--- src/rtl/vermicel_sequencer_if.sv ---
// Decoded-instruction type and the shared memory bus handshake used by the Vermicel sequencer.
// The sequencer is the bus master; the memory/bus interface answers with mem_ready.
package vermicel_pkg;
    typedef struct packed {
        logic is_load;
        logic is_store;
        logic has_rd;
        logic is_mret;
        logic is_trap;
    } instruction_t;
endpackage

interface vermicel_sequencer_if;
    logic mem_valid;
    logic mem_fetch;
    logic mem_write;
    logic mem_ready;

    modport master (
        output mem_valid,
        output mem_fetch,
        output mem_write,
        input  mem_ready
    );

    modport slave (
        input  mem_valid,
        input  mem_fetch,
        input  mem_write,
        output mem_ready
    );
endinterface

--- src/rtl/vermicel_sequencer.sv ---
// Multi-cycle FETCH/DECODE/EXECUTE/MEMORY/WRITEBACK control FSM with irq/trap/mret arbitration.
// Latency: 4 cycles per instruction, 5 with a data access, plus one per bus wait cycle.
// Backpressure: a bus request is held stable until mem_ready; it is never retracted.
module vermicel_sequencer
    import vermicel_pkg::*;
#(
    parameter bit IRQ_ENABLE_AT_RESET = 1'b0,
    parameter int INSTRET_WIDTH       = 32
) (
    input  logic                     clk,
    input  logic                     reset,
    input  instruction_t             instr,
    input  logic                     irq,
    vermicel_sequencer_if.master     bus,
    output logic                     fetch_en,
    output logic                     decode_en,
    output logic                     execute_en,
    output logic                     load_en,
    output logic                     writeback_en,
    output logic                     pc_en,
    output logic                     irq_taken,
    output logic                     trap_taken,
    output logic                     mret_taken,
    output logic [2:0]               state,
    output logic [INSTRET_WIDTH-1:0] instret
);

    typedef enum logic [2:0] {
        S_FETCH     = 3'd0,
        S_DECODE    = 3'd1,
        S_EXECUTE   = 3'd2,
        S_MEMORY    = 3'd3,
        S_WRITEBACK = 3'd4
    } state_t;

    state_t                   state_q;
    logic                     irq_enable;
    logic [INSTRET_WIDTH-1:0] instret_q;
    logic                     irq_accept;

    // Interrupt is only taken at an instruction boundary, and a trap always wins.
    assign irq_accept = irq & irq_enable & ~instr.is_trap;

    always_ff @(posedge clk) begin
        if (reset) begin
            state_q    <= S_FETCH;
            instret_q  <= '0;
            irq_enable <= IRQ_ENABLE_AT_RESET;
        end else begin
            case (state_q)
                S_FETCH: begin
                    if (bus.mem_ready) state_q <= S_DECODE;
                end
                S_DECODE: begin
                    state_q <= S_EXECUTE;
                end
                S_EXECUTE: begin
                    state_q <= (instr.is_load | instr.is_store) ? S_MEMORY : S_WRITEBACK;
                end
                S_MEMORY: begin
                    if (bus.mem_ready) state_q <= S_WRITEBACK;
                end
                S_WRITEBACK: begin
                    state_q   <= S_FETCH;
                    instret_q <= instret_q + 1'b1;
                    // A taken interrupt masks further interrupts even when it coincides with mret.
                    if (instr.is_trap || irq_accept) begin
                        irq_enable <= 1'b0;
                    end else if (instr.is_mret) begin
                        irq_enable <= 1'b1;
                    end
                end
                default: begin
                    state_q <= S_FETCH;
                end
            endcase
        end
    end

    logic mem_valid_c;
    logic mem_fetch_c;
    logic mem_write_c;

    always_comb begin
        mem_valid_c  = 1'b0;
        mem_fetch_c  = 1'b0;
        mem_write_c  = 1'b0;
        fetch_en     = 1'b0;
        decode_en    = 1'b0;
        execute_en   = 1'b0;
        load_en      = 1'b0;
        writeback_en = 1'b0;
        pc_en        = 1'b0;
        irq_taken    = 1'b0;
        trap_taken   = 1'b0;
        mret_taken   = 1'b0;
        if (!reset) begin
            case (state_q)
                S_FETCH: begin
                    mem_valid_c = 1'b1;
                    mem_fetch_c = 1'b1;
                    fetch_en    = bus.mem_ready;
                end
                S_DECODE: begin
                    decode_en = 1'b1;
                end
                S_EXECUTE: begin
                    execute_en = 1'b1;
                end
                S_MEMORY: begin
                    mem_valid_c = 1'b1;
                    mem_write_c = instr.is_store;
                    load_en     = bus.mem_ready & instr.is_load;
                end
                S_WRITEBACK: begin
                    pc_en        = 1'b1;
                    writeback_en = instr.has_rd & ~instr.is_trap;
                    trap_taken   = instr.is_trap;
                    mret_taken   = ~instr.is_trap & instr.is_mret;
                    irq_taken    = irq_accept;
                end
                default: begin
                    mem_valid_c = 1'b0;
                end
            endcase
        end
    end

    assign bus.mem_valid = mem_valid_c;
    assign bus.mem_fetch = mem_fetch_c;
    assign bus.mem_write = mem_write_c;
    assign state         = reset ? 3'd0 : state_q;
    assign instret       = reset ? '0 : instret_q;

endmodule

--- src/flat_wrapper.sv ---
// flat-port wrapper written by rule: the top's interface ports become plain ports
module vermicel_sequencer_flat import vermicel_pkg::*;
#(
    parameter bit IRQ_ENABLE_AT_RESET = 1'b0,
    parameter int INSTRET_WIDTH       = 32
)
  (clk, reset, instr, irq, fetch_en, decode_en, execute_en, load_en, writeback_en, pc_en, irq_taken, trap_taken, mret_taken, state, instret, bus_mem_valid, bus_mem_fetch, bus_mem_write, bus_mem_ready);
  vermicel_sequencer_if bus_i ();
  input  logic clk;
  input  logic reset;
  input  instruction_t instr;
  input  logic irq;
  output logic fetch_en;
  output logic decode_en;
  output logic execute_en;
  output logic load_en;
  output logic writeback_en;
  output logic pc_en;
  output logic irq_taken;
  output logic trap_taken;
  output logic mret_taken;
  output logic [2:0] state;
  output logic [INSTRET_WIDTH-1:0] instret;
  output wire logic [$bits(bus_i.mem_valid)-1:0] bus_mem_valid;
  output wire logic [$bits(bus_i.mem_fetch)-1:0] bus_mem_fetch;
  output wire logic [$bits(bus_i.mem_write)-1:0] bus_mem_write;
  input wire logic [$bits(bus_i.mem_ready)-1:0] bus_mem_ready;
  assign bus_mem_valid = bus_i.mem_valid;
  assign bus_mem_fetch = bus_i.mem_fetch;
  assign bus_mem_write = bus_i.mem_write;
  assign bus_i.mem_ready = bus_mem_ready;
  vermicel_sequencer #(.IRQ_ENABLE_AT_RESET(IRQ_ENABLE_AT_RESET), .INSTRET_WIDTH(INSTRET_WIDTH)) u_core (.clk(clk), .reset(reset), .instr(instr), .irq(irq), .bus(bus_i), .fetch_en(fetch_en), .decode_en(decode_en), .execute_en(execute_en), .load_en(load_en), .writeback_en(writeback_en), .pc_en(pc_en), .irq_taken(irq_taken), .trap_taken(trap_taken), .mret_taken(mret_taken), .state(state), .instret(instret));
endmodule
--- config.mk ---
export PLATFORM = sky130hd
export DESIGN_NAME = vermicel_sequencer_flat
export DESIGN_NICKNAME = d
export VERILOG_FILES = /design/src/rtl/vermicel_sequencer_if.sv /design/src/rtl/vermicel_sequencer.sv /design/src/flat_wrapper.sv
export SDC_FILE = /design/constraint.sdc
export NUM_CORES = 1
export LEC_CHECK = 0
export ABC_AREA = 1
export CAP_MARGIN = 20
export CORE_ASPECT_RATIO = 0.75
export CORE_MARGIN = 8
export CORE_UTILIZATION = 45
export CTS_CLUSTER_DIAMETER = 30
export CTS_CLUSTER_SIZE = 28
export DETAILED_ROUTE_END_ITERATION = 10
export PLACE_DENSITY_LB_ADDON = 0.1
export SETUP_SLACK_MARGIN = 0.4
export SYNTH_ARGS = -nofsm -noshare
export SYNTH_HDL_FRONTEND = slang
export SYNTH_SLANG_ARGS = --single-unit
--- constraint.sdc ---
create_clock -name clk -period 1.57 [get_ports clk]
set_input_delay 0.157 -clock clk [delete_from_list [all_inputs] [get_ports clk]]
set_output_delay 0.157 -clock clk [all_outputs]
set_load 0.01 [all_outputs]
* Word-level counts from Yosys, hierarchy flattened *
Index checks and enable logic that the tools add are counted.

operators by class
  add/sub/neg operators = 1
  mux-type cells = 32
  reduce and logical (&&, ||, !) cells = 6
  bitwise operators = 7
  eq/ne operators = 6

operators with widths
  operator                                              count
  adder 32 x 1 -> 32 bit (second input constant)        1
  2-to-1 mux 32 bit                                     1
  2-to-1 mux 1 bit                                      26
  2-to-1 mux 3 bit                                      4
  one-hot mux 3 bit (4 select lines)                    1
  equality test 3 x 2 -> 1 bit (second input constant)  2
  AND 1 bit                                             5
  inequality test 2 bit (second input constant)         2
  AND reduction 2 bit                                   2
  equality test 3 x 1 -> 1 bit (second input constant)  1
  equality test 3 bit (second input constant)           1
  zero test 3 bit                                       1
  nonzero test 2 bit                                    1
  OR reduction 2 bit                                    1
  logical OR 1 bit                                      1
  NOT 1 bit                                             1
  OR 1 bit                                              1

storage, ports and cells
  bits in registers = 36
  output and inout port bits = 47
  logic and storage cells = 55
  bits of input ports = 9

* Depth between registers and ports, before layout *
  depth in word-level cells = 5
  gate-level depth with buffers = 9

* Least setup slack after synthesis *
OpenSTA, ideal clock, no wires.

  path kind = register to register
  start = reg u_core.instret_q[0]
  end = reg u_core.instret_q[20]
  arrival time = 1.299 ns
  stages on the path, launching flop included = 9
  data required time = 1.454 ns
  path slack = 0.155 ns
  library setup time = 0.116 ns
  path through = dfxtp_1 -> ha_1 -> nand3_1 -> inv_1 -> nand2_1 -> nor2_2 -> nand2_1 -> o21ai_0 -> nor2_1

on the way
  longest elaborated chain between the ends = 1

RTL lines
  element                   line                      source
  start: declaration        vermicel_sequencer.sv:38  logic [INSTRET_WIDTH-1:0] instret_q;
  start signal: assignment  vermicel_sequencer.sv:65  instret_q <= instret_q + 1'b1;
  adder 32 x 1 -> 32 bit    vermicel_sequencer.sv:65

No other way between the ends.
A chain may end at the register's enable or synchronous reset.

* Final worst setup path *
  start = reg u_core.state_q[0]
  end = reg u_core.instret_q[20]

on the way
  longest elaborated chain between the ends = 1

RTL lines
  element                   line                      source
  start: declaration        vermicel_sequencer.sv:36  state_t state_q;
  start signal: assignment  vermicel_sequencer.sv:58  state_q <= (instr.is_load | instr.is_store) ? S_MEMORY : S_WRITEBACK;
  equality test 3 bit       vermicel_sequencer.sv:50  case (state_q)

No other way between the ends.

==> results.cfg <==
[finish]
finish.net_count = 505
antenna_cells_inserted = 0
utilization_pct = 75.2
fillers = 367
combined_area_of_the_multi_input_logic_cells_mm2 = 0.00162
post_route_cells_drive_above_1_share_pct = 47.2
area.growth.synth_to_final_pct = 59.9
sequential_cell_area_um2 = 800

[critical_path]
path_class = reg -> reg
setup.worst_path.end_class = flop
r2r.worst_path.cells = 9
cp-start-kind = flop
worst_flop_to_flop_path_endpoint = u_core.instret_q[20]$_SDFFE_PP0N_
critical_path_peak_fanout = 7
worst_r2r_startpoint = u_core.state_q[0]$_SDFFE_PP0P_
worst-endpoint-arrival_ns = 1.64
worst-endpoint-required_ns = 1.76
reg2reg_setup_slack_ns = 0.11

[synth]
synthesis.area_per_instance_um2 = 6.00
yosys_register_bits = 36
yosysUniqueCellTypes = 29
synth.yosys.seq_area_share_pct = 31.1
yosysWarnings = 0
mappedNetlistArea_mm2 = 0.00232
synthCells = 386
syn-num-nets = 396

[detailed_routing]
drc = 0
drt_pass1_iterations = 4
drt-wirelength-per-cell_um = 13.6
first_iteration_detailed_routing_drc_count = 137
route.detailed.vias_per_inst = 5.01
ant_nets = 0
num_vias = 2788
postRouteWirelength_um = 7560

[sta]
timing_worst_slew_pin_value_ns = 0.286
setup_total_negative_slack_ns = 0
final_max_slew_viol_count = 0
achievable_freq_mhz = 686
grt_setup_unrepaired = true
setup_viol = 0
hold_ws_ns = 0.226
timing.final.crit_period_ns = 1.46
report.final.hold_viol_count = 0
post-route-period-util_pct = 92.8
timing.clock.skew_ns = 0.00969
worst_slew_margin_rel_pct = 80.8

[global_route]
grt_first_pass_wirelength_um = 12000
globalRouteMet1Util_pct = 24.3
first_global_vias = 2541
grt_max_degree = 30
top_usage_layer = met2
use_met2_pct = 29.3
grt.total_usage_pct = 18.6
grt_use_met3_pct = 4.93
grt_antenna_before_repair = 0
globalRouteOverflowTotal = 0

[floorplan]
floorplan.die.height_um = 78.1
die_area_mm2 = 0.00773
core.rowCount = 22
start_util_pct = 47.0
core-area_mm2 = 0.00493
die_w_um = 98.9
design.portCount = 56

[power_and_ir_drop]
peakVddDrop_v = 0.000358
power_frac_seq_pct = 41.3
netSwitchingPower_uw = 682
power_uw = 2320
power.clock.fraction_pct = 32.1
power.density_cell_area_mw_per_mm2 = 626
power.share.switching_pct = 29.4
comb_power_share_pct = 26.6
total_leakage_power_uw = 0.00177
cell_internal_pwr_uw = 1640

[placed_design]
post-dp-hpwl_um = 5060
io_buffer_count = 55
finalWeightedCongestion = 0.863

[clocking]
cts_buffer_count = 5
tritoncts = built
cts_sinks = 36
clock_tree.buffer_depth = 2
insertion_delay_ns = 0.29
root_buffer = sky130_fd_sc_hd__clkbuf_8
cts_htree_levels = 2
worst_setup_hold_path_clk_slew_ns = 0.07

[worst_hold_path]
worst_hold_path_type = in -> reg
worstHoldEndpoint = u_core.state_q[0]$_SDFFE_PP0P_
launch_instance_of_the_worst_min_delay_path = reset
timing.hold.worst_path_depth = 2

[status]
outcome = finished clean

[flow_run]
drv.max_cap_violation_count = 0
## what timing repair did
item                       CTS  global route
gates resized for setup    240            76
setup endpoints to repair   74            71
pin swaps                   13            27
setup buffers               15            23
hold buffers                 0             0
## cells in the final DEF (no fill, tap or decap), types with 2 or more instances in the layout
cell type                         synthesis  final
sky130_fd_sc_hd__nand2_2                  4     13
sky130_fd_sc_hd__nor2_2                   6     15
sky130_fd_sc_hd__nand3_4                  0      2
sky130_fd_sc_hd__buf_2                    2     44
sky130_fd_sc_hd__nand3_2                  1      8
sky130_fd_sc_hd__dfxtp_2                  0     18
sky130_fd_sc_hd__nand2_4                  2      7
sky130_fd_sc_hd__buf_6                    0     18
sky130_fd_sc_hd__nand2_1                 79     65
sky130_fd_sc_hd__a21oi_1                 11      7
sky130_fd_sc_hd__clkbuf_8                 0      5
sky130_fd_sc_hd__inv_1                   69     58
sky130_fd_sc_hd__nand3_1                 18      9
sky130_fd_sc_hd__o21ai_2                  0      2
sky130_fd_sc_hd__nor3_1                   9      4
sky130_fd_sc_hd__xor2_1                  10      9
sky130_fd_sc_hd__o21ai_1                  0      3
sky130_fd_sc_hd__nor2_4                   3     14
sky130_fd_sc_hd__buf_12                   0      2
sky130_fd_sc_hd__nor3_2                   0      4
sky130_fd_sc_hd__o21ai_0                  8      3
sky130_fd_sc_hd__nor2_8                   2      2
sky130_fd_sc_hd__nor2_1                  96     76
sky130_fd_sc_hd__inv_2                    2     12
sky130_fd_sc_hd__dfxtp_4                  0     15
sky130_fd_sc_hd__buf_4                    0     37
sky130_fd_sc_hd__clkdlybuf4s50_1          0      7
sky130_fd_sc_hd__nand4_1                 13     13
sky130_fd_sc_hd__dfxtp_1                 36      3
sky130_fd_sc_hd__a21oi_2                  0      4
## cell usage after synthesis (all sizes together)
| master | count | area share [%] |
|---|---|---|
| nor3b | 1 | 0.32 |
| nand3 | 19 | 4.3 |
| clkbuf | 3 | 0.49 |
| nor3 | 9 | 1.9 |
| nor2 | 107 | 20 |
| xor2 | 10 | 3.8 |
| buf | 5 | 0.92 |
| nand4 | 13 | 3.5 |
| o22a | 1 | 0.38 |
| and2 | 1 | 0.27 |
| o21ai | 8 | 1.7 |
| nand2 | 85 | 15 |
| nor4 | 1 | 0.27 |
| clkinv | 1 | 0.16 |
| o211ai | 1 | 0.32 |
| dfxtp | 36 | 31 |
| o221ai | 1 | 0.38 |
| ha | 1 | 0.54 |
| inv | 71 | 12 |
| a21oi | 11 | 2.4 |
| nand3b | 1 | 0.49 |
## cells by family (layout without fill, tap and decap cells)
group / after synthesis / count (layout) / share of synthesized area, %
flops: 36 / 36 / 31.1
buf+inv: 80 / 190 / 13.1
simple gates: 237 / 237 / 46.3
compound gates: 22 / 22 / 5.18
fa+ha+maj: 1 / 1 / 0.540
xor+xnor: 10 / 10 / 3.78
## sequential cells by signal (all words and copies together) (netlist names)
| signal | flops |
|---|---|
| u_core.state_q | 3 |
| u_core.instret_q | 32 |
| u_core.irq_enable | 1 |
## final cells by class
| cell class | count | share of cell area [%] |
|---|---|---|
| timing repair buffer | 110 | 22.6 |
| clock buffer | 7 | 2.63 |
| tap | 60 | 2.03 |
| inverter | 72 | 7.36 |
| clock inverter | 1 | 0.135 |
| multi-input combinational | 270 | 43.7 |
| sequential | 36 | 21.6 |
## per-layer routing
layer | vias to the layer above | routed length [um]
met2 | 103 | 3560
met5 | - | 0
met3 | 12 | 486
met4 | 0 | 129
li1 | 1401 | -
met1 | 1272 | 3380
## power by group through the flow
stage / Combinational [uW] / Clock, uW / Sequential, uW
detailed placement: 442 / 0 / 987
global placement: 432 / 0 / 985
CTS: 478 / 756 / 958
finish: 618 / 744 / 958
floorplan: 211 / 0 / 996
global route: 665 / 801 / 962
## stage by stage
step | instance area, um^2 | setup slack (ns) | cells
2_1_floorplan | 2440 | 0.374 | 386
3_3_place_gp | 3170 | -0.0914 | 510
3_5_place_dp | 3170 | -0.140 | 510
4_1_cts | 3450 | 0.114 | 533
5_1_grt | 3710 | 0.0340 | 556
6_report | 3710 | 0.113 | 556
## worst max-delay path: stages, from the launching register on
cell,delay (ns)
sky130_fd_sc_hd__dfxtp_4,0.38
sky130_fd_sc_hd__buf_6,0.12
sky130_fd_sc_hd__inv_4,0.05
sky130_fd_sc_hd__nand2_4,0.06
sky130_fd_sc_hd__nor2_8,0.17
sky130_fd_sc_hd__nand3_2,0.11
sky130_fd_sc_hd__nor2_4,0.19
sky130_fd_sc_hd__nand2_2,0.09
sky130_fd_sc_hd__o21ai_1,0.13
sky130_fd_sc_hd__nor2_1,0.05
## worst max path at each step
stage                                      from                                 to  slack [ns]
6_report         u_core.state_q[0]$_SDFFE_PP0P_  u_core.instret_q[20]$_SDFFE_PP0N_        0.11
4_1_cts          u_core.state_q[0]$_SDFFE_PP0P_                         mret_taken        0.11
2_1_floorplan  u_core.instret_q[1]$_SDFFE_PP0N_  u_core.instret_q[18]$_SDFFE_PP0N_        0.37
5_1_grt          u_core.state_q[2]$_SDFFE_PP0P_                            load_en        0.03
3_5_place_dp                           instr[4]                            load_en       -0.14
3_3_place_gp                           instr[4]                            load_en       -0.09
(Power assumes the default switching activity.)
